## src/rtl/mc_ctrl_pkg.sv

```systemverilog
// Shared definitions for the multicycle MIPS main control FSM: state encoding,
// opcode constants, ALU operation codes and datapath mux select encodings.
package mc_ctrl_pkg;

    typedef enum logic [3:0] {
        StStart   = 4'd0,
        StFetch   = 4'd1,
        StDecode  = 4'd2,
        StMemAddr = 4'd3,
        StMemRd   = 4'd4,
        StMemWb   = 4'd5,
        StMemWr   = 4'd6,
        StExec    = 4'd7,
        StRWb     = 4'd8,
        StBranch  = 4'd9,
        StJump    = 4'd10,
        StAddiEx  = 4'd11,
        StAddiWb  = 4'd12
    } state_e;

    localparam logic [5:0] OP_RTYPE = 6'b000000;
    localparam logic [5:0] OP_LW    = 6'b100011;
    localparam logic [5:0] OP_SW    = 6'b101011;
    localparam logic [5:0] OP_BEQ   = 6'b000100;
    localparam logic [5:0] OP_J     = 6'b000010;
    localparam logic [5:0] OP_ADDI  = 6'b001000;

    localparam logic [1:0] ALUOP_ADD   = 2'b00;
    localparam logic [1:0] ALUOP_SUB   = 2'b01;
    localparam logic [1:0] ALUOP_FUNCT = 2'b10;

    localparam logic [1:0] PC_SRC_ALU    = 2'b00;
    localparam logic [1:0] PC_SRC_ALUOUT = 2'b01;
    localparam logic [1:0] PC_SRC_JUMP   = 2'b10;

    localparam logic [1:0] ALUB_REG    = 2'b00;
    localparam logic [1:0] ALUB_FOUR   = 2'b01;
    localparam logic [1:0] ALUB_IMM    = 2'b10;
    localparam logic [1:0] ALUB_IMM_SH = 2'b11;

    // State following DECODE; unsupported opcodes fall back to FETCH (nop).
    function automatic state_e decode_next(input logic [5:0] op);
        state_e nxt;
        case (op)
            OP_RTYPE:     nxt = StExec;
            OP_LW, OP_SW: nxt = StMemAddr;
            OP_BEQ:       nxt = StBranch;
            OP_J:         nxt = StJump;
            OP_ADDI:      nxt = StAddiEx;
            default:      nxt = StFetch;
        endcase
        return nxt;
    endfunction

endpackage

```

## src/rtl/mc_ctrl_perf.sv

```systemverilog
// Performance counters for the main control FSM: free-running cycle count and
// completed-instruction count. Only instantiated when MC_CTRL_PERF_EN is defined.
module mc_ctrl_perf (
    input  logic        clk_i,
    input  logic        reset_i,
    input  logic        fetch_entry_i,
    output logic [31:0] cycle_cnt_o,
    output logic [31:0] instr_cnt_o
);

    logic [31:0] cycle_cnt_q, instr_cnt_q;

    // Both counters wrap naturally modulo 2^32.
    always_ff @(posedge clk_i or posedge reset_i) begin
        if (reset_i) begin
            cycle_cnt_q <= '0;
            instr_cnt_q <= '0;
        end else begin
            cycle_cnt_q <= cycle_cnt_q + 32'd1;
            if (fetch_entry_i) begin
                instr_cnt_q <= instr_cnt_q + 32'd1;
            end
        end
    end

    assign cycle_cnt_o = cycle_cnt_q;
    assign instr_cnt_o = instr_cnt_q;

endmodule

```

## src/rtl/mc_ctrl_fsm.sv

```systemverilog
// Main control FSM for the multicycle MIPS datapath. Sequences fetch, decode,
// execute, memory and writeback, stalling on mem_ready in the memory states.
// Optional performance counters are enabled by defining MC_CTRL_PERF_EN.
module mc_ctrl_fsm
    import mc_ctrl_pkg::*;
(
    input  logic        clk,
    input  logic        reset,
    input  logic [5:0]  opcode,
    input  logic        zero,
    input  logic        mem_ready,
    output logic        mem_read,
    output logic        mem_write,
    output logic        iord,
    output logic        ir_write,
    output logic        pc_write,
    output logic        pc_write_cond,
    output logic [1:0]  pc_source,
    output logic        alu_src_a,
    output logic [1:0]  alu_src_b,
    output logic        ALUOP1,
    output logic        ALUOP0,
    output logic        reg_dst,
    output logic        mem_to_reg,
    output logic        reg_write,
    output logic        illegal_op
`ifdef MC_CTRL_PERF_EN
    ,
    output logic [31:0] cycle_cnt,
    output logic [31:0] instr_cnt
`endif
);

    state_e     state_q, state_d;
    logic       illegal_q, illegal_d;
    logic       is_sw_q, is_sw_d;
    logic [1:0] aluop;

    // Branch qualification by zero happens in the datapath via pc_write_cond.
    logic unused_zero;
    assign unused_zero = zero;

    // State, sticky illegal flag and latched lw/sw selection.
    always_ff @(posedge clk or posedge reset) begin
        if (reset) begin
            state_q   <= StStart;
            illegal_q <= 1'b0;
            is_sw_q   <= 1'b0;
        end else begin
            state_q   <= state_d;
            illegal_q <= illegal_d;
            is_sw_q   <= is_sw_d;
        end
    end

    // Next-state logic; opcode is only looked at in DECODE, so lw/sw is latched there.
    always_comb begin
        state_d   = state_q;
        illegal_d = illegal_q;
        is_sw_d   = is_sw_q;
        unique case (state_q)
            StStart:   state_d = StFetch;
            StFetch:   if (mem_ready) state_d = StDecode;
            StDecode: begin
                state_d = decode_next(opcode);
                is_sw_d = (opcode == OP_SW);
                if (decode_next(opcode) == StFetch) illegal_d = 1'b1;
            end
            StMemAddr: state_d = is_sw_q ? StMemWr : StMemRd;
            StMemRd:   if (mem_ready) state_d = StMemWb;
            StMemWb:   state_d = StFetch;
            StMemWr:   if (mem_ready) state_d = StFetch;
            StExec:    state_d = StRWb;
            StRWb:     state_d = StFetch;
            StBranch:  state_d = StFetch;
            StJump:    state_d = StFetch;
            StAddiEx:  state_d = StAddiWb;
            StAddiWb:  state_d = StFetch;
            default:   state_d = StStart;
        endcase
    end

    // Output decode from the state register; ir_write/pc_write in FETCH gate on mem_ready.
    always_comb begin
        mem_read      = 1'b0;
        mem_write     = 1'b0;
        iord          = 1'b0;
        ir_write      = 1'b0;
        pc_write      = 1'b0;
        pc_write_cond = 1'b0;
        pc_source     = PC_SRC_ALU;
        alu_src_a     = 1'b0;
        alu_src_b     = ALUB_REG;
        aluop         = ALUOP_ADD;
        reg_dst       = 1'b0;
        mem_to_reg    = 1'b0;
        reg_write     = 1'b0;
        unique case (state_q)
            StFetch: begin
                mem_read  = 1'b1;
                alu_src_b = ALUB_FOUR;
                ir_write  = mem_ready;
                pc_write  = mem_ready;
            end
            StDecode: begin
                alu_src_b = ALUB_IMM_SH;
            end
            StMemAddr, StAddiEx: begin
                alu_src_a = 1'b1;
                alu_src_b = ALUB_IMM;
            end
            StMemRd: begin
                mem_read = 1'b1;
                iord     = 1'b1;
            end
            StMemWb: begin
                reg_write  = 1'b1;
                mem_to_reg = 1'b1;
            end
            StMemWr: begin
                mem_write = 1'b1;
                iord      = 1'b1;
            end
            StExec: begin
                alu_src_a = 1'b1;
                aluop     = ALUOP_FUNCT;
            end
            StRWb: begin
                reg_write = 1'b1;
                reg_dst   = 1'b1;
            end
            StBranch: begin
                alu_src_a     = 1'b1;
                aluop         = ALUOP_SUB;
                pc_write_cond = 1'b1;
                pc_source     = PC_SRC_ALUOUT;
            end
            StJump: begin
                pc_write  = 1'b1;
                pc_source = PC_SRC_JUMP;
            end
            StAddiWb: begin
                reg_write = 1'b1;
            end
            default: ;
        endcase
    end

    assign ALUOP1     = aluop[1];
    assign ALUOP0     = aluop[0];
    assign illegal_op = illegal_q;

`ifdef MC_CTRL_PERF_EN
    // An instruction completes on entry to FETCH from anything but START.
    logic fetch_entry;
    assign fetch_entry = (state_d == StFetch) && (state_q != StFetch) && (state_q != StStart);

    mc_ctrl_perf u_perf (
        .clk_i         (clk),
        .reset_i       (reset),
        .fetch_entry_i (fetch_entry),
        .cycle_cnt_o   (cycle_cnt),
        .instr_cnt_o   (instr_cnt)
    );
`else
    // Counters absent in this build.
`endif

endmodule

```

## config.mk

```make
export PLATFORM = sky130hd
export DESIGN_NAME = mc_ctrl_fsm
export DESIGN_NICKNAME = d
export VERILOG_FILES = /design/src/rtl/mc_ctrl_pkg.sv /design/src/rtl/mc_ctrl_perf.sv /design/src/rtl/mc_ctrl_fsm.sv
export SDC_FILE = /design/constraint.sdc
export NUM_CORES = 1
export LEC_CHECK = 0
export BUFFER_PORTS_ARGS = -buffer_cell sky130_fd_sc_hd__buf_4
export CAP_MARGIN = 10
export CORE_MARGIN = 2
export CORE_UTILIZATION = 41
export DETAILED_ROUTE_END_ITERATION = 8
export GPL_TIMING_DRIVEN = 0
export PLACE_DENSITY = 0.77
export SYNTH_ARGS = -nofsm -noshare
export SYNTH_HDL_FRONTEND = slang
export SYNTH_SLANG_ARGS = --single-unit
```

## constraint.sdc

```tcl
create_clock -name clk -period 1.7 [get_ports clk]
set_clock_uncertainty 0.1 [all_clocks]
set_input_delay 0.34 -clock clk [delete_from_list [all_inputs] [get_ports clk]]
set_output_delay 0.34 -clock clk [all_outputs]
set_load 0.01 [all_outputs]
```

Word-level counts from Yosys, hierarchy flattened
Index checks and enable logic that the tools add are counted.

Word-level logic and storage cells: 55. Register bits after elaboration: 6.

Multiplexer cells: 20. Reductions and logical operators: 11. Eq/ne operators: 21.

Operators with widths (count): 4-bit one-hot mux with 8 select lines (1); 4-bit equality test, second input constant (5); 4-bit one-hot mux with 5 select lines (1); 4-bit by 3-bit equality test with 1-bit output, second input constant (4); 4-bit 2-to-1 mux (4); 6-bit equality test, second input constant (2); 1-bit 2-to-1 mux (9); 4-bit by 1-bit equality test with 1-bit output, second input constant (2); 4-bit by 2-bit equality test with 1-bit output, second input constant (2); 2-bit one-hot mux with 2 select lines (2); 2-bit OR reduction (4); 6-bit by 2-bit equality test with 1-bit output, second input constant (1); 6-bit by 3-bit equality test with 1-bit output, second input constant (1); 6-bit by 4-bit equality test with 1-bit output, second input constant (1); 6-bit logical NOT (1); 2-bit != test, second input constant (3); 2-bit one-hot mux with 3 select lines (1); 6-bit OR reduction (1); 4-bit logical NOT (1); 4-bit OR reduction (1); 3-bit AND reduction (1); 3-bit OR reduction (1); 2-bit 2-to-1 mux (1); 1-bit one-hot mux with 2 select lines (1); 2-bit AND reduction (1).

Longest topological paths before layout
Depth after elaboration: 6. Depth in mapped cells: 5. Mapped depth without buffers: 4.

Least setup slack after synthesis
No wires, ideal clock.

Kind: register to register. From: reg state_q[0]. To: reg state_q[1]. Cell stages (with the launch flop): 6. Path slack: -0.052 ns. Library setup time: 0.111 ns. Required time: 1.489 ns. Period minus slack after synthesis: 1.752 ns. Arrival time: 1.541 ns. Buffers on the path: 1. Path through: dfrtp_1 buf_6 nand2b_4 or3_4 or4_1 a222oi_1.

Word-level cells in the longest chain between the ends: 3. Elaborated cells on any way between the ends: 19.

Ends and longest elaborated chain: start: declaration (line mc_ctrl_fsm.sv:34) `state_e state_q, state_d;`; start signal: assignment (line mc_ctrl_fsm.sv:46) `state_q <= StStart;`; start signal: assignment (line mc_ctrl_fsm.sv:50) `state_q <= state_d;`; 4-bit equality test, or another cell as far along (line mc_ctrl_fsm.sv:61) `unique case (state_q)`; 6-bit OR reduction (no source line) / 2-bit != test (equally long branches); 4-bit one-hot mux with 8 select lines / 3-bit AND reduction (equally long branches).

Parallel ways exist; a longest one is shown, timed or not. A chain may end at the register's enable or synchronous reset.

Final worst setup path
Same ends and word-level chain as after synthesis.

==> impl_results.md <==
* Status: finished with violations
* Failing checks: negative setup slack
* Synth unique cells at 33
* Nets at 133
* #FFs+latches synth at 6
* DP Worst Slack at -0.200 ns
* Post-Synth Adder-Cell Area at 0
* Die area at 1820 um^2
* Peak VDD IR at 0.843 mV
* WP data required at 1.73 ns
* Vias/cell at 5.76
* Routability cong. at 0.834
* Syn_area_per_cell at 6.98 um^2
* Total Power at 1480 uW
* Chip Width at 42.7 um
* Final worst slack at -0.124 ns
* Worst setup path class: register to register
* Seq/Total Area, Yosys at 0.244
* Final setup violation count at 7
* DRC at 0
* Reg2reg setup slack at -0.12 ns
* H-tree level count at 1
* CP peak stage delay at 0.42 ns
* Post-layout util at 0.702
* First-pass GRT wire length at 2.94 mm
* Post-synthesis compound-gate area fraction at 0.238
* Crit path max-delay family: simple AND/OR/NAND/NOR gates
* Root Buffer: clkbuf_4
* Crit path max fanout at 4
* Worst-case hold slack at 0.251 ns
* Final std cells w/o fill at 136
* DRT Pass-1 Iters at 5
* Setup crit end kind: register
* Die Height at 42.7 um
* Syn_nets at 98
* Worst slew margin at 0.759
* Min cycle time layout at 1.82 ns
* Top Ports at 27
* Number of diodes at 0
* Sink Count at 6
* Pwr dens at 1560 nW/um^2
* Placed cells at 128
* Num CTS Buffers at 3
* Initial cell density of the core at 0.455
* HPWL Detailed at 1.29 mm
* Synth warn at 0
* Critical Path AT at 1.85 ns
* Layout area overhead at 54.2%
* Kind of start point of the critical path: register
* CP Cell Sequence: nand2b_4 -> or3_4 -> or4_4 -> a222oi_1
* Unrepaired setup endpoints after global routing: yes
* Critical path's slowest cell: or4_4
* Most frequent cells in the layout: buf_4, nor2_1, a21oi_1, nand2_1
* Max Fclk at 548 MHz
* Iter 0 DRT Violations at 20
* Post-DRT Antenna Nets at 0
* Drt wl/cell at 13.9 um
* Final Hold Fails at 0
* Row count at 13
* Leak at 0.000426 uW
* DR vias at 784
* Global route overflow at 0
* Max-Cap Viols at 0
* Cell Area, Synth at 614 um^2
* Ratio of cells with drive above 1 in the final layout at 0.446
* CTS tree: done
* Largest family of logic cells by synthesized area: simple AND/OR/NAND/NOR gates
* Mux cell area share after synthesis at 0
* Worst path buffer plus inverter count at 0
* Synthesized instance count at 88
* Max-slew violations at 0
* Commonest non-fill, non-tap cell in the layout: buf_4
* Tot GR Track Use at 0.211
* Largest net degree at the start of global routing at 11
* Post-Synth XOR/XNOR Area at 0.0285
* Fin crit share at 1.07
* Worst skew pair latency at 0.25 ns
* Hold Path Class: input pin to register
* Reg clk slew, reported paths at 0.04 ns
* Maximum clock path buffer count at 2
* Simple-Gate Fraction of Synth Area at 0.422
* Port bufs at 25
* Vias in the first global route at 691
* Initial antenna violation count at 0
* Tightest Pin Transition at 0.357 ns
* Routed WL at 1.90 mm
* Core area at 1350 um^2
==> synthesized netlist by cell type <==
master	instances	area, um^2
nor3b_1	2	15.0
a31oi_1	1	6.26
o41ai_1	1	8.76
nand4_1	1	6.26
buf_6	1	11.3
nand2b_1	4	25.0
or4_1	1	7.51
clkbuf_1	5	18.8
or2_2	2	12.5
nor2b_1	3	18.8
xnor2_1	1	8.76
o21ai_0	5	25.0
inv_1	1	3.75
xor2_1	1	8.76
nand2b_4	1	13.8
or3_4	1	11.3
nor2_1	15	56.3
nand3b_1	1	7.51
a21oi_1	8	40.0
a221oi_1	1	8.76
and3_1	3	18.8
nand2_1	7	26.3
a222oi_1	1	10.0
buf_4	1	7.51
a21boi_0	1	7.51
a211oi_1	1	7.51
nand3_1	3	15.0
dfrtp_1	6	150
o21bai_1	1	7.51
nor3_1	5	25.0
o2bb2ai_1	1	8.76
o31ai_1	1	7.51
a31o_2	1	8.76
==> what timing repair did <==
item / CTS / global route
hold endpoints to repair: 6 / 0
setup endpoints to repair: 18 / 15
setup buffers: 5 / 1
gates cloned: 0 / 0
gates resized for setup: 13 / 12
pin swaps: 2 / 4
hold buffers: 1 / 0
==> path summary, 6_finish.rpt <==
| path | start | endpoint | cells after the start |
|---|---|---|---|
| max | state_q[0]$_DFFE_PP0P_ | state_q[1]$_DFFE_PP0P_ | 4 |
| min | opcode[1] | state_q[2]$_DFFE_PP0P_ | 2 |
| max reg2reg | state_q[0]$_DFFE_PP0P_ | state_q[1]$_DFFE_PP0P_ | 4 |
| max in group asynchronous | reset | state_q[3]$_DFFE_PP0P_ | 3 |
| min reg2reg | illegal_op$_DFFE_PP0P_ | illegal_op$_DFFE_PP0P_ | 1 |
| min in group asynchronous | reset | state_q[0]$_DFFE_PP0P_ | 3 |
==> metrics by stage <==
| step | cell area, um^2 | setup TNS, ns |
|---|---|---|
| CTS | 923 | -0.797 |
| global placement | 821 | -0.295 |
| detailed placement | 821 | -0.411 |
| global route | 947 | -1.15 |
| finish | 947 | -0.371 |
| floorplan | 614 | -0.0519 |
==> metal layers <==
layer  vias to the layer above  part of all wire  wire length [um]  track usage
li1                        381                 -                 -            -
met1                       370              0.43               824        0.260
met2                        26              0.50               947        0.330
met3                         7             0.033                63       0.0340
met4                         0             0.032                61        0.144
met5                         -                 0                 0            0
==> cells by family after synthesis <==
family	after synthesis
AOI/OAI and AO/OA	23
xor gates and xnor gates	2
buffers and inverters	8
DFF	6
and+or+nand+nor	49
==> where the power goes <==
group	switching (uW)	leakage (uW)	internal [uW]
registers	90.7	0.0000689	199
clock network	53.1	0.0000138	80.0
logic	512	0.000344	542
total	656	0.000426	821
==> registers in the layout (all words and copies together), names as in the netlist <==
name,cells
illegal_op,1
is_sw_q,1
state_q,4
==> final cells by class <==
class | instances | area, um^2
Buffer | 5 | 43.8
Clock buffer | 3 | 22.5
Fill cell | 107 | 403
Inverter | 1 | 3.75
Multi-Input combinational cell | 74 | 458
Sequential cell | 6 | 154
Tap cell | 15 | 18.8
Timing Repair Buffer | 32 | 246
Note: power is estimated with default switching activity, not from simulation.
